<file path="src/rtl/light_package.sv">
// Shared light colours, lane names and timing constants for the
// traffic light controller and its road-side intersection model.
package light_package;

    typedef enum logic [1:0] {
        red    = 2'd0,
        yellow = 2'd1,
        green  = 2'd2
    } colors;

    typedef enum logic [1:0] {
        EWS = 2'd0,
        EWL = 2'd1,
        NS  = 2'd2
    } lane_t;

    localparam int unsigned YELLOW_CYCLES = 2;

endpackage

</file>
<file path="src/rtl/lane_queue.sv">
// One road lane: car queue with full-queue drop pulse, presence sensor
// and a saturating wait counter for cars held at a non-green light.
module lane_queue
    import light_package::*;
#(
    parameter  int QDEPTH = 15,
    parameter  int WAITW  = 8,
    localparam int QW     = $clog2(QDEPTH + 1)
) (
    input  logic             clk,
    input  logic             reset,
    input  logic             arr,
    input  colors            light,
    output logic [QW-1:0]    q,
    output logic             sensor,
    output logic             drop,
    output logic [WAITW-1:0] wait_cnt
);

    localparam logic [QW-1:0]    QFULL = QW'(QDEPTH);
    localparam logic [QW-1:0]    QONE  = QW'(1);
    localparam logic [WAITW-1:0] WMAX  = '1;
    localparam logic [WAITW-1:0] WONE  = WAITW'(1);

    logic          dep;
    logic          arr_eff;
    logic [QW-1:0] q_next;

    assign dep     = (light == green) && (q != '0);
    assign arr_eff = arr && !((q == QFULL) && !dep);
    assign drop    = arr && !arr_eff;

    always_comb begin
        q_next = q;
        if (arr_eff && !dep) begin
            q_next = q + QONE;
        end else if (!arr_eff && dep) begin
            q_next = q - QONE;
        end
    end

    always_ff @(posedge clk or negedge reset) begin
        if (!reset) begin
            q        <= '0;
            sensor   <= 1'b0;
            wait_cnt <= '0;
        end else begin
            q      <= q_next;
            sensor <= (q_next != '0);
            if ((light == green) || (q == '0)) begin
                wait_cnt <= '0;
            end else if (wait_cnt != WMAX) begin
                wait_cnt <= wait_cnt + WONE;
            end
        end
    end

endmodule

</file>
<file path="config.mk">
export PLATFORM = sky130hd
export DESIGN_NAME = lane_queue
export DESIGN_NICKNAME = d
export VERILOG_FILES = /design/src/rtl/light_package.sv /design/src/rtl/lane_queue.sv
export SDC_FILE = /design/constraint.sdc
export NUM_CORES = 1
export LEC_CHECK = 0
export CORE_MARGIN = 3
export CORE_UTILIZATION = 48
export CTS_CLUSTER_SIZE = 12
export DETAILED_ROUTE_END_ITERATION = 8
export GPL_TIMING_DRIVEN = 0
export PLACE_DENSITY = 0.86
export RECOVER_POWER = 100
export SYNTH_ARGS = -nofsm -noshare
export SYNTH_HDL_FRONTEND = slang
export SYNTH_SLANG_ARGS = --single-unit
</file>
<file path="constraint.sdc">
create_clock -name clk -period 2.35 [get_ports clk]
set_input_delay 0.235 -clock clk [delete_from_list [all_inputs] [get_ports clk]]
set_output_delay 0.235 -clock clk [all_outputs]
set_load 0.1 [all_outputs]
</file>
==> results by group <==
STA
  – FMAX: 0.438 GHz
  – Final setup margin: 0.0661 ns
  – Final hold viol count: 0
  – Max Transition Viols Final: 0
  – Period utilisation layout: 97.2%
  – Tightest Pin Transition: 0.987 ns
  – Slew margin rel.: 34.0%
  – Min cycle time layout: 2.28 ns
  – RSZ-0062 raised after global routing: no
  – Setup-failing EPs final: 0
  – Clock Skew: 0.00407 ns

Clock network
  – TritonCTS clock tree: built
  – Setup Fix Bufs, Post-CTS: 0
  – CTS H-tree lvls: 1
  – Clock buffer depth: 2
  – Post_cts resized: 4
  – CTS Buf Count: 3
  – Clock Latency Late Sink: 0.28 ns
  – Root Driver: clkbuf_4
  – Worst-path clk slew: 0.08 ns
  – Hold Buf Count CTS: 0
  – CTS sink count: 13

Synth
  – Share of synthesized flip-flops with an asynchronous set or reset: 100%
  – Post-synthesis register bit count: 13
  – Cell count after synthesis: 86
  – Syn nets: 94
  – Register area share after synthesis: 40.4%
  – Post-Syn Area: 805 sq um
  – Prevailing post-synth register cell: dfrtp_1
  – Number of enable flip-flop cells after synthesis: 0
  – Syn. warnings: 0
  – Unique masters post-synth: 40
  – Avg Cell Area, Syn: 9.35 sq um

Die
  – Initial cell density of the core: 52.2%
  – Top Ports: 19
  – Die height: 46.9 um
  – Core area: 1540 sq um
  – Die Area: 2200 sq um
  – # rows: 14
  – Die W: 46.9 um

Drt
  – Routed len/inst: 14.5 um
  – Via Count: 744
  – Final wirelength: 1.80 mm
  – # DRC: 0
  – TritonRoute pass-1 iters: 4
  – Initial DRC Count: 14
  – Detail Route Antenna Nets: 0
  – Routed vias/inst: 6.00

Layout
  – Diode count: 0
  – Fraction of layout cells with a size suffix above 1: 13.0%
  – Most frequent cells in the layout: 14 x dlygate4sd3_1, 10 x nor2_1, 9 x dfrtp_1
  – Commonest non-fill, non-tap cell in the layout: dlygate4sd3_1
  – Fill cell count: 123
  – Final nets: 117
  – Area growth syn-to-layout: 32.2%

Global routing
  – Gr ovfl total: 0
  – Vias in the first global route: 657
  – Largest net degree at the start of global routing: 14
  – GRT Overall Usage: 19.3%
  – Initial antenna violation count: 0
  – First-pass GRT wire length: 2.97 mm

Critical path
  – Critical Path Max Stage Delay: 0.52 ns
  – Setup CP Type: reg -> reg
  – Critical Path RT: 2.50 ns
  – CP cell instances: ha_2, or4b_1, a311o_1, or4_1
  – Cell at the slowest stage of the critical path: or4_1
  – Crit end category: register
  – CP startpoint kind: register
  – Crit-path max FO: 6
  – CP arrival: 2.43 ns

Placed design
  – DP HPWL: 1.34 mm
  – RePlAce Congestion: 0.839
  – Input/output buffers: 18
  – Pre-CTS setup slack: -0.443 ns

Hold path
  – Min-Delay Path Class: in -> async

Run
  – Max-cap violation count: 0

Run status
  – Outcome: finished, final reports clean
[cell families (layout without fill, tap and decap cells)]
family / count (synthesis) / in the layout / synth area share, %
AO/OA/AOI/OAI: 21 / 21 / 20.2
flip-flops: 13 / 13 / 40.4
buffers and inverters: 6 / 28 / 2.80
multiplexers: 1 / 1 / 1.24
adder cells (fa/ha/maj): 3 / 3 / 4.67
XOR/XNOR: 2 / 2 / 2.18
AND/OR/NAND/NOR: 40 / 40 / 28.5
[area by class of cell]
cell class	instances	area [sq um]	area share (%)
tap	16	20.0	1.88
inverter	4	15.0	1.41
multi-input combinational	67	478	44.9
buffer	2	7.51	0.706
timing repair buffer	18	181	17.1
sequential	13	335	31.5
clock buffer	4	26.3	2.47
[path summary, 6_finish.rpt]
| kind | cells past startpoint | end | start | slack, ns |
|---|---|---|---|---|
| worst max-delay path | 4 | sensor$_DFF_PN0_ | q[0]$_DFF_PN0_ | 0.07 |
| worst min-delay path | 1 | wait_cnt[4]$_DFFE_PN0P_ | reset | 0.38 |
| max in group asynchronous | 1 | q[0]$_DFF_PN0_ | reset | 1.54 |
| min in group clk | 1 | wait_cnt[7]$_DFFE_PN0P_ | wait_cnt[7]$_DFFE_PN0P_ | 0.57 |
| worst max register to register | 4 | sensor$_DFF_PN0_ | q[0]$_DFF_PN0_ | 0.07 |
| worst min register to register | 1 | wait_cnt[7]$_DFFE_PN0P_ | wait_cnt[7]$_DFFE_PN0P_ | 0.57 |
[sequential cells by signal, summed over array words and instances, names as in the netlist]
| name | cells |
|---|---|
| wait_cnt | 8 |
| q | 4 |
| sensor | 1 |
[cell usage after synthesis (3+ instances only)]
library cell | count | area [sq um]
nor2_1 | 11 | 41.3
nand3_1 | 6 | 30.0
ha_1 | 3 | 37.5
dfrtp_1 | 13 | 325
inv_1 | 4 | 15.0
nand2_1 | 3 | 11.3
o21ai_0 | 4 | 20.0
[metrics by stage]
step | hold slack [ns] | TNS, ns | area (sq um) | cells | util [%]
after CTS | 0.331 | 0 | 1060 | 124 | 68.6
after detailed placement | 0.558 | -0.547 | 1020 | 120 | 66.5
after global placement | 0.557 | -0.511 | 1020 | 120 | 66.5
final | 0.384 | 0 | 1060 | 124 | 69.0
after global routing | 0.426 | 0 | 1060 | 124 | 69.0
after floorplan | -0.0606 | 0 | 825 | 86 | -
[routing by layer]
metal  routed length [um]  GRT usage, %  vias to the layer above  share of wire (%)
met2                  788          26.0                       17                 44
met5                    0             0                        -                  0
met3                   86          5.36                        5                4.8
met1                  876          28.0                      348                 49
li1                     -             -                      374                  -
met4                   48          9.94                        0                2.7
[worst max-delay path: cells and delay by family, from the launching register on]
| family | cells | cell delay [ns] |
|---|---|---|
| AOI/OAI and AO/OA | 1 | 0.40 |
| adders and majority gates | 1 | 0.22 |
| and+or+nand+nor | 2 | 1.03 |
| DFF | 1 | 0.51 |
Power is not shown: default switching activity piles up to over one toggle a cycle in this logic, so the estimate is an artifact.
